## src/rtl/thirty_two_bit_full_adder_pkg.sv

```systemverilog
// Shared adder constants and types for the oscillator datapath blocks.
package thirty_two_bit_full_adder_pkg;

  // Operand / sum width used by phase accumulation and general add
  localparam int ADDER_WIDTH = 32;

  // Result of one add: carry out of the top bit plus the modular sum
  typedef struct packed {
    logic                   c_out;
    logic [ADDER_WIDTH-1:0] sum;
  } add_res_t;

  // Operand bundle for consumers that pass adds around as one request
  typedef struct packed {
    logic [ADDER_WIDTH-1:0] a;
    logic [ADDER_WIDTH-1:0] b;
    logic                   c_in;
  } add_req_t;

endpackage

```

## src/rtl/thirty_two_bit_full_adder_full_adder.sv

```systemverilog
// One-bit full adder cell; the ripple chain is built from these.
module full_adder (
  input  logic a,
  input  logic b,
  input  logic cin,
  output logic s,
  output logic cout
);

  logic p;

  // Propagate term shared by sum and carry
  assign p    = a ^ b;
  assign s    = p ^ cin;
  assign cout = (a & b) | (cin & p);

endmodule

```

## src/rtl/thirty_two_bit_full_adder.sv

```systemverilog
// 32-bit ripple-carry adder: combinational {c_out,sum} plus a registered copy.
module thirty_two_bit_full_adder
  import thirty_two_bit_full_adder_pkg::*;
#(
  parameter int WIDTH = ADDER_WIDTH
) (
  input  logic             clk,
  input  logic             reset,
  input  logic [WIDTH-1:0] a,
  input  logic [WIDTH-1:0] b,
  input  logic             c_in,
  output logic [WIDTH-1:0] sum,
  output logic             c_out,
  output logic [WIDTH-1:0] sum_q,
  output logic             c_out_q
);

  // carry[i] enters bit i; carry[WIDTH] leaves the top bit
  logic [WIDTH:0] carry;

  assign carry[0] = c_in;

  // Structural ripple chain, one full_adder per bit
  for (genvar i = 0; i < WIDTH; i++) begin : g_bit
    full_adder u_fa (
      .a    (a[i]),
      .b    (b[i]),
      .cin  (carry[i]),
      .s    (sum[i]),
      .cout (carry[i+1])
    );
  end

  assign c_out = carry[WIDTH];

  // Registered copy of the result; reset clears only these registers
  always_ff @(posedge clk) begin
    if (reset) begin
      sum_q   <= '0;
      c_out_q <= 1'b0;
    end else begin
      sum_q   <= sum;
      c_out_q <= c_out;
    end
  end

endmodule

```

## config.mk

```make
export PLATFORM = sky130hd
export DESIGN_NAME = thirty_two_bit_full_adder
export DESIGN_NICKNAME = d
export VERILOG_FILES = /design/src/rtl/thirty_two_bit_full_adder_pkg.sv /design/src/rtl/thirty_two_bit_full_adder_full_adder.sv /design/src/rtl/thirty_two_bit_full_adder.sv
export SDC_FILE = /design/constraint.sdc
export NUM_CORES = 1
export LEC_CHECK = 0
export CAP_MARGIN = 0
export CORE_MARGIN = 2
export CORE_UTILIZATION = 37
export CTS_BUF_LIST = sky130_fd_sc_hd__clkbuf_16
export CTS_CLUSTER_SIZE = 12
export DETAILED_ROUTE_END_ITERATION = 16
export GPL_TIMING_DRIVEN = 0
export MAX_ROUTING_LAYER = met4
export PLACE_DENSITY = 0.86
export SYNTH_ARGS = -nofsm -noshare
export SYNTH_HDL_FRONTEND = slang
export SYNTH_SLANG_ARGS = --single-unit
```

## constraint.sdc

```tcl
create_clock -name clk -period 56.5 [get_ports clk]
set_input_delay 11.3 -clock clk [delete_from_list [all_inputs] [get_ports clk]]
set_output_delay 11.3 -clock clk [all_outputs]
set_load 0.03 [all_outputs]
```

# ---- Word level (Yosys, flattened, before mapping)
# Index checks and enable logic that the tools add are counted.
dict set report word_totals {
  reg_bits 33
  inputBits 67
  output_inout_bits 66
  wordCells 162
}
dict set report classes {
  n_bitwise 160
}
# op count
set ops {}
lappend ops {{bitwise AND 1 bit} 64}
lappend ops {{bitwise XOR 1 bit} 64}
lappend ops {{bitwise OR 1 bit} 32}

# ---- Logic depth before layout (Yosys ltp)
dict set report depth {
  ltp_word 65
  depth_mapped 37
  mapped_depth_nobuf 36
}

# ---- By module
# A second synthesis with hierarchy kept.
dict set report unflattened {
  cells_unflattened 101
  hier_area_um2 1530.2
}
# mod n_inst cells_each area_each_um2 seq_area_each_um2
set modules_own_cells {}
lappend modules_own_cells {thirty_two_bit_full_adder 1 69 889.6 660.6}
lappend modules_own_cells {full_adder 32 1 20.0 0.0}

# ---- Worst setup path after synthesis
# OpenSTA, ideal clock, no wires.
dict set report synth_timing {
  kind {input to output}
  from {input port a[0]}
  to {output port sum[31]}
  arrival_ns 23.612
  t_required_ns 45.200
  slack_ns 21.588
  cell_stages 37
  path_buffers 1
  path_cell_list {fa_1 > fa_1 > fa_1 > fa_1 > fa_1 > fa_1 > fa_1 > fa_1 > fa_1 > inv_1 > fa_1 > inv_1 > fa_1 > fa_1 > fa_1 > fa_1 > fa_1 > fa_1 > fa_1 > fa_1 > fa_1 > fa_1 > fa_1 > fa_1 > fa_1 > fa_1 > fa_1 > fa_1 > fa_1 > fa_1 > fa_1 > fa_1 > fa_1 > inv_1 > fa_1 > inv_1 > buf_4}
}
dict set report synth_between {
  elab_chain_len 64
  word_cells_on_any_way 65
  cone_classes {bitwise (65)}
}
# element line_no
set synth_rtl {}
lappend synth_rtl {{from (decl)} thirty_two_bit_full_adder.sv:9} ;# input logic [WIDTH-1:0] a,
lappend synth_rtl {{bitwise XOR 1 bit} thirty_two_bit_full_adder_full_adder.sv:13} ;# assign p = a ^ b;
lappend synth_rtl {{bitwise AND 1 bit} thirty_two_bit_full_adder_full_adder.sv:15} ;# assign cout = (a & b) | (cin & p);
lappend synth_rtl {{bitwise OR 1 bit (*)} thirty_two_bit_full_adder_full_adder.sv:15}
lappend synth_rtl {{bitwise AND 1 bit (*)} thirty_two_bit_full_adder_full_adder.sv:15}
lappend synth_rtl {{bitwise OR 1 bit (*)} thirty_two_bit_full_adder_full_adder.sv:15}
lappend synth_rtl {{bitwise AND 1 bit (*)} thirty_two_bit_full_adder_full_adder.sv:15}
lappend synth_rtl {{bitwise OR 1 bit (*)} thirty_two_bit_full_adder_full_adder.sv:15}
lappend synth_rtl {{bitwise AND 1 bit (*)} thirty_two_bit_full_adder_full_adder.sv:15}
lappend synth_rtl {{[... 48 more ...]} -}
lappend synth_rtl {{bitwise OR 1 bit (*)} thirty_two_bit_full_adder_full_adder.sv:15}
lappend synth_rtl {{bitwise AND 1 bit (*)} thirty_two_bit_full_adder_full_adder.sv:15}
lappend synth_rtl {{bitwise OR 1 bit (*)} thirty_two_bit_full_adder_full_adder.sv:15}
lappend synth_rtl {{bitwise AND 1 bit (*)} thirty_two_bit_full_adder_full_adder.sv:15}
lappend synth_rtl {{bitwise OR 1 bit (*)} thirty_two_bit_full_adder_full_adder.sv:15}
lappend synth_rtl {{bitwise AND 1 bit (*)} thirty_two_bit_full_adder_full_adder.sv:15}
lappend synth_rtl {{bitwise OR 1 bit (*)} thirty_two_bit_full_adder_full_adder.sv:15}
lappend synth_rtl {{bitwise XOR 1 bit (*)} thirty_two_bit_full_adder_full_adder.sv:14} ;# assign s = p ^ cin;
lappend synth_rtl {{to (decl)} thirty_two_bit_full_adder.sv:12} ;# output logic [WIDTH-1:0] sum,
# Every way passes the cells marked *; elsewhere a longest branch is shown, timed or not.

# ---- Worst setup path after layout
# Same ends and word-level chain as after synthesis.

==> results.toml <==
[finish]
diodes = 0
final_cell_mix = "clkdlybuf4s50_1 (132), buf_4 (35), dfxtp_1 (33), fa_1 (32), nor2b_1 (30)"
drive_gt1_share_pct = 14.1
fin_nets = 381
final_util_pct = 70.9
seqCellArea_um2 = 661
fill_cells = 354
final_common_cell = "clkdlybuf4s50_1"
multi_input_area_um2 = 840
area_delta_synth_final_pct = 84.7

[grt]
grt_pass1_wl_um = 6370
grt_max_degree = 11
first_global_vias = 1451
antenna_found_initial = 0
track_usage_pct = 16.1
grt_overflow = 0

[power_and_ir_drop]
vdd_ir_drop_max_uv = 16.3
finalPower_mw = 0.104
leakagePower_nw = 1.39
p_per_area_nw_per_um2 = 31.3

[sta]
finalSetupTns_ps = 0
hold_slack_ps = 11710
fin_crit_ps = 36500
tightest_slew_ps = 354
finalSetupViolCount = 0
slew_violations = 0
fmax_mhz = 27.4
grt_setup_unrepaired = "false"
hold_viol = 0
relSlewSlack_pct = 76.3
min_period_over_period_pct = 64.6

[drt]
postRouteWirelength_um = 4150
post-route-drc-count = 0
dr.pass1.iters = 4
ant_nets = 0
drt-initial-drc-count = 12
via_per_inst = 4.16
drt-wirelength-per-cell_um = 12.3
vias = 1402

[clock_tree]
cts.sinks = 33
cts_resized = 0
htreeDepth = 2
clk_pin_slew_worst_paths_ps = 50
cts_tree = "built"
clock_path_buffers = 2
post_cts_buffers = 0
cts_root_buf = "clkbuf_16"
cts_hold_buf = 0
numCtsBuffers = 5

[setup_path]
cp-end-kind = "output port"
crit_required_ps = 45200
crit_top_cell = "fa_1"
crit_family = "adder cells"
timing.critical_path.buf_inv = 7
worstPathArrival_ps = 25200
critPathMaxFanout = 2
max_stage_delay_ps = 650
startpoint_type = "input port"
crit_type = "input port to output port"
cp_slowest_cell = "clkdlybuf4s50_1"

[die]
die_x_um = 73.8
io_pins = 133
start_util_pct = 38.4
die_area_um2 = 5440
fp.dieH_um = 73.8
coreArea_um2 = 4690
rows = 25

[synth]
syn_area_um2 = 1800
synthCells = 143
yosysWarnings = 0
synth_nets = 242
synth-seq-cells = 33
seq_area_frac_synth_pct = 36.7
synth_cell_types = 6
syn_area_per_cell_um2 = 12.6

[flow_run]
max-cap-violations = 0

[placed_design]
hpwl_um = 3690
io_buffers = 132
place.gp.congestion = 0.753

[outcome]
status = "finished, final reports clean"

[worst_hold_path]
hold_class = "input port to register"
## flip-flops by register name, indices dropped and copies added, names as in the netlist
| signal | count |
|---|---|
| c_out_q | 1 |
| sum_q | 32 |
## where the power goes
part           total, mW  switching, mW  internal (mW)
combinational     0.0530         0.0260         0.0270
clock             0.0241        0.00836         0.0158
sequential        0.0271       0.000710         0.0264
## area by class of cell
class	instances	area share [%]
well taps	54	2.03
flip-flops and latches	33	19.9
multi-input cells	65	25.2
inverters	10	1.13
clock inverters	3	0.339
clock buffers	5	3.76
plain buffers	35	7.90
repair buffers	132	39.7
## logic make-up after synthesis
family,share of synthesized area [%]
adder cells (fa/ha/maj),35.6
flip-flops,36.7
AND/OR/NAND/NOR,11.0
buffers and inverters,16.7
## worst paths after layout
path  start        to  slack (ps)  cells after the start
min   reset  sum_q[4]       11710                      2
max    a[0]   sum[31]       20000                     39
## per-layer routing
layer / share of wire [%] / global-route usage (%) / wire [µm] / up-vias
met2: 56 / 29.1 / 2310 / 72
met1: 37 / 17.4 / 1540 / 655
li1: - / - / - / 669
met3: 5.4 / 3.02 / 226 / 6
met5: 0 / - / 0 / -
met4: 1.7 / 5.86 / 69 / 0
## stage by stage
| step | std cells | cell area, µm² | setup slack, ps |
|---|---|---|---|
| finish | 337 | 3330 | 20000 |
| global route | 337 | 3330 | 19470 |
| CTS | 337 | 3330 | 19930 |
| detailed placement | 329 | 3190 | 19950 |
| global placement | 329 | 3190 | 20090 |
| floorplan | 143 | 1800 | 21590 |
## synthesized netlist by cell type
| cell type | count | share of area [%] |
|---|---|---|
| nor2_1 | 3 | 0.63 |
| inv_1 | 10 | 2.1 |
| dfxtp_1 | 33 | 37 |
| fa_1 | 32 | 36 |
| nor2b_1 | 30 | 10 |
| buf_4 | 35 | 15 |
(Power assumes the default switching activity.)
